==> src/rtl/req_hold_initiator_if.sv <==
// Request/enable hold handshake bundle between a payload source, the
// initiator and its responder. The initiator uses the master modport.
interface req_hold_initiator_if #(
  parameter int DW    = 8,
  parameter int DEPTH = 4
);
  logic                       start;
  logic [DW-1:0]              din;
  logic                       en;
  logic                       a;
  logic [DW-1:0]              dout;
  logic                       done;
  logic                       busy;
  logic [$clog2(DEPTH+1)-1:0] pend;
  logic                       ovf;
  logic                       err;

  modport master (
    input  start, din, en,
    output a, dout, done, busy, pend, ovf, err
  );

  modport slave (
    output start, din, en,
    input  a, dout, done, busy, pend, ovf, err
  );
endinterface

==> src/rtl/req_hold_initiator.sv <==
// Initiator side of the request/enable hold handshake.
// Payload words are queued in a DEPTH-entry FIFO; the head entry is presented
// on dout with a held high until en is sampled high. The entry stays counted
// in pend while it is in flight and is popped on acceptance.
// Optional feature: define REQ_TIMEOUT_EN to abort a request that has been
// held for TIMEOUT cycles without en (sets the sticky err flag).
module req_hold_initiator #(
  parameter int DW      = 8,
  parameter int DEPTH   = 4,
  parameter int GAP_CYC = 1,
  parameter int TIMEOUT = 16
) (
  input  logic                clk,
  input  logic                rst,
  req_hold_initiator_if.master bus
);

  localparam int AW = $clog2(DEPTH);
  localparam int PW = $clog2(DEPTH + 1);
  localparam int GW = (GAP_CYC > 0) ? $clog2(GAP_CYC + 1) : 1;

  // Reject parameter sets the pointer arithmetic and counters cannot handle.
  if (DEPTH < 2 || (DEPTH & (DEPTH - 1)) != 0 || GAP_CYC < 0 || TIMEOUT < 1) begin : g_bad_param
    $error("req_hold_initiator: illegal DEPTH/GAP_CYC/TIMEOUT");
  end

  typedef enum logic [1:0] {IDLE, REQ, GAP} state_t;

  state_t          state_q, state_d;
  logic            a_q, a_d;
  logic [DW-1:0]   dout_q, dout_d;
  logic            done_q, done_d;
  logic            ovf_q, ovf_d;
  logic [PW-1:0]   cnt_q, cnt_d;
  logic [AW-1:0]   wr_ptr_q, wr_ptr_d;
  logic [AW-1:0]   rd_ptr_q, rd_ptr_d;
  logic [GW-1:0]   gap_q, gap_d;
  logic [DW-1:0]   mem [DEPTH];

  logic            full;
  logic            push;
  logic            pop;
  logic            release_req;

`ifdef REQ_TIMEOUT_EN
  localparam int TW = $clog2(TIMEOUT + 1);
  logic [TW-1:0]   to_q, to_d;
  logic            err_q, err_d;
`endif

  // Next-state, FIFO bookkeeping and output computation.
  always_comb begin
    state_d     = state_q;
    a_d         = a_q;
    dout_d      = dout_q;
    done_d      = 1'b0;
    gap_d       = gap_q;
    pop         = 1'b0;
    release_req = 1'b0;
    full        = (cnt_q == PW'(DEPTH));
    push        = bus.start & ~full;
    ovf_d       = ovf_q | (bus.start & full);
`ifdef REQ_TIMEOUT_EN
    to_d        = to_q;
    err_d       = err_q;
`endif

    case (state_q)
      IDLE: begin
        // A push into an empty FIFO is forwarded straight to dout so the
        // request rises one cycle after start.
        if (cnt_q != '0) begin
          a_d     = 1'b1;
          dout_d  = mem[rd_ptr_q];
          state_d = REQ;
`ifdef REQ_TIMEOUT_EN
          to_d    = '0;
`endif
        end else if (push) begin
          a_d     = 1'b1;
          dout_d  = bus.din;
          state_d = REQ;
`ifdef REQ_TIMEOUT_EN
          to_d    = '0;
`endif
        end
      end
      REQ: begin
        if (bus.en) begin
          release_req = 1'b1;
          done_d      = 1'b1;
        end
`ifdef REQ_TIMEOUT_EN
        else if (to_q == TW'(TIMEOUT - 1)) begin
          release_req = 1'b1;
          err_d       = 1'b1;
        end else begin
          to_d = to_q + 1'b1;
        end
`endif
        if (release_req) begin
          a_d = 1'b0;
          pop = 1'b1;
          if (GAP_CYC > 0) begin
            state_d = GAP;
            gap_d   = GW'(GAP_CYC - 1);
          end else begin
            state_d = IDLE;
          end
        end
      end
      GAP: begin
        if (gap_q == '0) begin
          state_d = IDLE;
        end else begin
          gap_d = gap_q - 1'b1;
        end
      end
      default: begin
        state_d = IDLE;
        a_d     = 1'b0;
      end
    endcase

    wr_ptr_d = push ? wr_ptr_q + 1'b1 : wr_ptr_q;
    rd_ptr_d = pop  ? rd_ptr_q + 1'b1 : rd_ptr_q;
    cnt_d    = cnt_q;
    if (push && !pop) begin
      cnt_d = cnt_q + 1'b1;
    end else if (!push && pop) begin
      cnt_d = cnt_q - 1'b1;
    end
  end

  // Control and output registers; reset overrides every other event.
  always_ff @(posedge clk) begin
    if (rst) begin
      state_q  <= IDLE;
      a_q      <= 1'b0;
      dout_q   <= '0;
      done_q   <= 1'b0;
      ovf_q    <= 1'b0;
      cnt_q    <= '0;
      wr_ptr_q <= '0;
      rd_ptr_q <= '0;
      gap_q    <= '0;
    end else begin
      state_q  <= state_d;
      a_q      <= a_d;
      dout_q   <= dout_d;
      done_q   <= done_d;
      ovf_q    <= ovf_d;
      cnt_q    <= cnt_d;
      wr_ptr_q <= wr_ptr_d;
      rd_ptr_q <= rd_ptr_d;
      gap_q    <= gap_d;
    end
  end

  // Payload storage; contents need no reset since pointers gate every read.
  always_ff @(posedge clk) begin
    if (push) begin
      mem[wr_ptr_q] <= bus.din;
    end
  end

`ifdef REQ_TIMEOUT_EN
  // Hold-time counter and sticky timeout flag.
  always_ff @(posedge clk) begin
    if (rst) begin
      to_q  <= '0;
      err_q <= 1'b0;
    end else begin
      to_q  <= to_d;
      err_q <= err_d;
    end
  end
  assign bus.err = err_q;
`else
  assign bus.err = 1'b0;
`endif

  assign bus.a    = a_q;
  assign bus.dout = dout_q;
  assign bus.done = done_q;
  assign bus.ovf  = ovf_q;
  assign bus.pend = cnt_q;
  assign bus.busy = (cnt_q != '0) || (state_q != IDLE);

endmodule

==> src/flat_wrapper.sv <==
// flat-port wrapper written by rule: the top's interface ports become plain ports
module req_hold_initiator_flat 
#(
  parameter int DW      = 8,
  parameter int DEPTH   = 4,
  parameter int GAP_CYC = 1,
  parameter int TIMEOUT = 16
)
  (clk, rst, bus_start, bus_din, bus_en, bus_a, bus_dout, bus_done, bus_busy, bus_pend, bus_ovf, bus_err);
  req_hold_initiator_if #(.DW(DW), .DEPTH(DEPTH)) bus_i ();
  input  logic clk;
  input  logic rst;
  input wire logic [$bits(bus_i.start)-1:0] bus_start;
  input wire logic [$bits(bus_i.din)-1:0] bus_din;
  input wire logic [$bits(bus_i.en)-1:0] bus_en;
  output wire logic [$bits(bus_i.a)-1:0] bus_a;
  output wire logic [$bits(bus_i.dout)-1:0] bus_dout;
  output wire logic [$bits(bus_i.done)-1:0] bus_done;
  output wire logic [$bits(bus_i.busy)-1:0] bus_busy;
  output wire logic [$bits(bus_i.pend)-1:0] bus_pend;
  output wire logic [$bits(bus_i.ovf)-1:0] bus_ovf;
  output wire logic [$bits(bus_i.err)-1:0] bus_err;
  assign bus_i.start = bus_start;
  assign bus_i.din = bus_din;
  assign bus_i.en = bus_en;
  assign bus_a = bus_i.a;
  assign bus_dout = bus_i.dout;
  assign bus_done = bus_i.done;
  assign bus_busy = bus_i.busy;
  assign bus_pend = bus_i.pend;
  assign bus_ovf = bus_i.ovf;
  assign bus_err = bus_i.err;
  req_hold_initiator #(.DW(DW), .DEPTH(DEPTH), .GAP_CYC(GAP_CYC), .TIMEOUT(TIMEOUT)) u_core (.clk(clk), .rst(rst), .bus(bus_i));
endmodule
==> config.mk <==
export PLATFORM = sky130hd
export DESIGN_NAME = req_hold_initiator_flat
export DESIGN_NICKNAME = d
export VERILOG_FILES = /design/src/rtl/req_hold_initiator_if.sv /design/src/rtl/req_hold_initiator.sv /design/src/flat_wrapper.sv
export SDC_FILE = /design/constraint.sdc
export NUM_CORES = 1
export LEC_CHECK = 0
export BUFFER_PORTS_ARGS = -buffer_cell sky130_fd_sc_hd__buf_4
export CAP_MARGIN = 20
export CORE_MARGIN = 10
export CORE_UTILIZATION = 44
export DETAILED_ROUTE_END_ITERATION = 10
export SLEW_MARGIN = 20
export SYNTH_ARGS = -nofsm -noshare
export SYNTH_HDL_FRONTEND = slang
export SYNTH_SLANG_ARGS = --single-unit
==> constraint.sdc <==
create_clock -name clk -period 5.8 [get_ports clk]
set_input_delay 1.16 -clock clk [delete_from_list [all_inputs] [get_ports clk]]
set_output_delay 1.16 -clock clk [all_outputs]
set_load 0.02 [all_outputs]
==> metrics.txt <==
Hold Crit Class flop to flop; Hold Path Sink u_core.bus.a; # port buffers 26; CP startpoint kind flop; Final Hold Viols 0; Clock Sinks 54; mean post-synth cell area 13.9 um^2; wire per inst 17.2 um; syn nets 177; dpl cells 244; reg2reg end u_core.bus.pend[2]; initial antenna violation count 0; postcts setup bufs 0; dpl hpwl 2910 um; Die Span Y 90.9 um; Yosys top cell area share 43.5%; synth top area cells edfxtp_1 (43%), dfxtp_1 (20%), mux4_2 (8.2%); Routed WL 4320 um; CTS buffer count 5; PD cells 485 mW/mm^2; Routed Antenna Nets 0; core area 0.00479 mm^2; initial core utilization 46.2%; post-synthesis sequential area ratio 63.4%; Register-to-Register Path Depth 8; period utilisation layout 47.9%; Gate Count Post-Synth 159; Syn Std Cell Area 0.00221 mm^2; crit path kind flop to output pin; internal power 0.000771 W; Worst-path clk slew 90 ps; io pins 28; setup ws final 3020 ps; vias per inst 5.33; Net Sw Frac 37.1%; gpl congestion 0.755; hold path cells 2; initial drt markers 105; detailed-route via count 1,343; worst-case clock skew 8.67 ps; vias in the first global route 1,378; sequential share of power 44.5%; design area 0.00253 mm^2; Synthesis Warnings 0; hold buffers post-CTS 0; synth unique cells 29; Sw Pwr 0.000454 W; max cap viols 0; cell taking the most area after synthesis edfxtp_1; # H-tree levels 2; Critical Path End Type output pin; hold wc startpoint u_core.bus.a; Synth async-reset ratio 0%; Setup-failing EPs final 0; VDD IR max 0.249 mV; Leak 0.930 nW; worst path arrival time 1620 ps; Tightest Pin Transition 803 ps; most frequent cell after synthesis edfxtp_1; Synth Register Bits 54; DRT Pass-1 Iters 4; first-pass GRT wire length 6920 um; Setup Total Neg Slack 0 ps; fmax 360 MHz; Antenna diodes 0; Rel. slew slack 46.2%; final slew viol count 0; CP max FO 11; chip width 90.9 um; DP Area 0.00244 mm^2; number of flops mapped to enable cells by yosys 32; Post-synth top flop edfxtp_1; total track usage 10.6%; # rows 25; fin crit period 2780 ps; CP Data Required Time 4640 ps; Clk pwr share 16.4%; pre-CTS setup slack 3020 ps; reg-to-reg slack, setup 3750 ps; share of cells above drive strength 1 27.6%; Worst-Skew Late Latency 300 ps; P&R area growth vs syn 14.3%; DRC 0; deepest clock path buffer count 2; largest net degree at the start of global routing 22; Root Driver clkbuf_8; CTS resizes 0; combinational share of power 39.1%; die area 0.00826 mm^2; unrepaired setup endpoints after global routing false; Non-Filler Instances 252; outcome completed; RR Startpoint u_core.bus.pend[0]; Post-synth top cells edfxtp_1 (32), dfxtp_1 (22), nand2_1 (20); CTS tree yes; nets 202; grt ovf 0
## per-stage QoR
step           utilization [%]  hold slack [ps]  total power, W
5_1_grt                   52.8              510         0.00130
3_3_place_gp              51.0              446         0.00103
4_1_cts                   52.8              463         0.00124
3_5_place_dp              51.0              450         0.00104
2_1_floorplan                -              472        0.000883
6_report                  52.8              459         0.00122
## power by group through the flow
stage	combinational [W]	sequential (W)	clock, W
3_3_place_gp	0.000481	0.000550	0
6_report	0.000479	0.000545	0.000201
5_1_grt	0.000522	0.000558	0.000222
3_5_place_dp	0.000487	0.000554	0
4_1_cts	0.000488	0.000546	0.000206
2_1_floorplan	0.000299	0.000584	0
## final cells by class
type                       count  area [um^2]
clock buffer                   7         76.3
clock inverter                 1         7.51
fill                         419         2260
inverter                       4         15.0
multi-input combinational     92          739
sequential                    54         1400
tap                           67         83.8
timing repair buffer          27          203
## layout by cell type, fill, tap and decap left out, drive strengths merged
master,count
edfxtp,32
buf,27
dfxtp,22
nand2,20
a21oi,14
nor2,11
mux4,8
a311oi,8
clkbuf,7
ha,5
inv,4
and3,4
o21ai,4
xor2,4
nand3,2
or3,2
nor3b,1
nor3,1
or3b,1
nand3b,1
nand4b,1
or4,1
and2,1
mux2i,1
fa,1
conb,1
clkinvlp,1
## state kept, by name, summed over array words and instances (netlist names), named ones only
| register | flops |
|---|---|
| u_core.mem | 32 |
| u_core.bus.a | 1 |
| u_core.bus.done | 1 |
| u_core.state_q | 2 |
| u_core.bus.dout | 8 |
| u_core.bus.pend | 3 |
| u_core.bus.ovf | 1 |
| u_core.wr_ptr_q | 2 |
| u_core.rd_ptr_q | 2 |
## logic make-up (layout without fill, tap and decap cells)
| kind of cell | Yosys count | in the layout | share of synthesized area (%) |
|---|---|---|---|
| AND/OR/NAND/NOR | 46 | 46 | 9.85 |
| flip-flops | 54 | 54 | 63.4 |
| XOR/XNOR | 4 | 4 | 1.59 |
| AO/OA/AOI/OAI | 26 | 26 | 9.51 |
| other | 1 | 1 | 0.170 |
| buffers and inverters | 13 | 39 | 3.11 |
| adder cells (fa/ha/maj) | 6 | 6 | 3.74 |
| multiplexers | 9 | 9 | 8.61 |
## routing by layer
layer	global-route usage, %	part of all wire (%)	vias up
li1	-	-	632
met1	12.0	41	666
met2	17.8	52	40
met3	4.41	5.9	5
met4	3.52	1.2	0
met5	0	0	-
## worst max path at each step
stage,from,endpoint,slack [ps],cells past startpoint
after floorplan,bus_en,u_core.bus.pend[2],3240,7
after global placement,bus_en,u_core.bus.pend[2],3060,8
after detailed placement,bus_en,u_core.bus.pend[2],3020,8
after CTS,u_core.state_q[0],bus_busy,3030,3
after global routing,u_core.state_q[0],bus_busy,2900,3
final,u_core.state_q[0],bus_busy,3020,3
## critical path: stages, from the launching register on
cell	delay, ps
dfxtp_1	350
nor2_1	640
nand2_1	140
buf_4	190
Note: power is estimated with default switching activity, not from simulation.
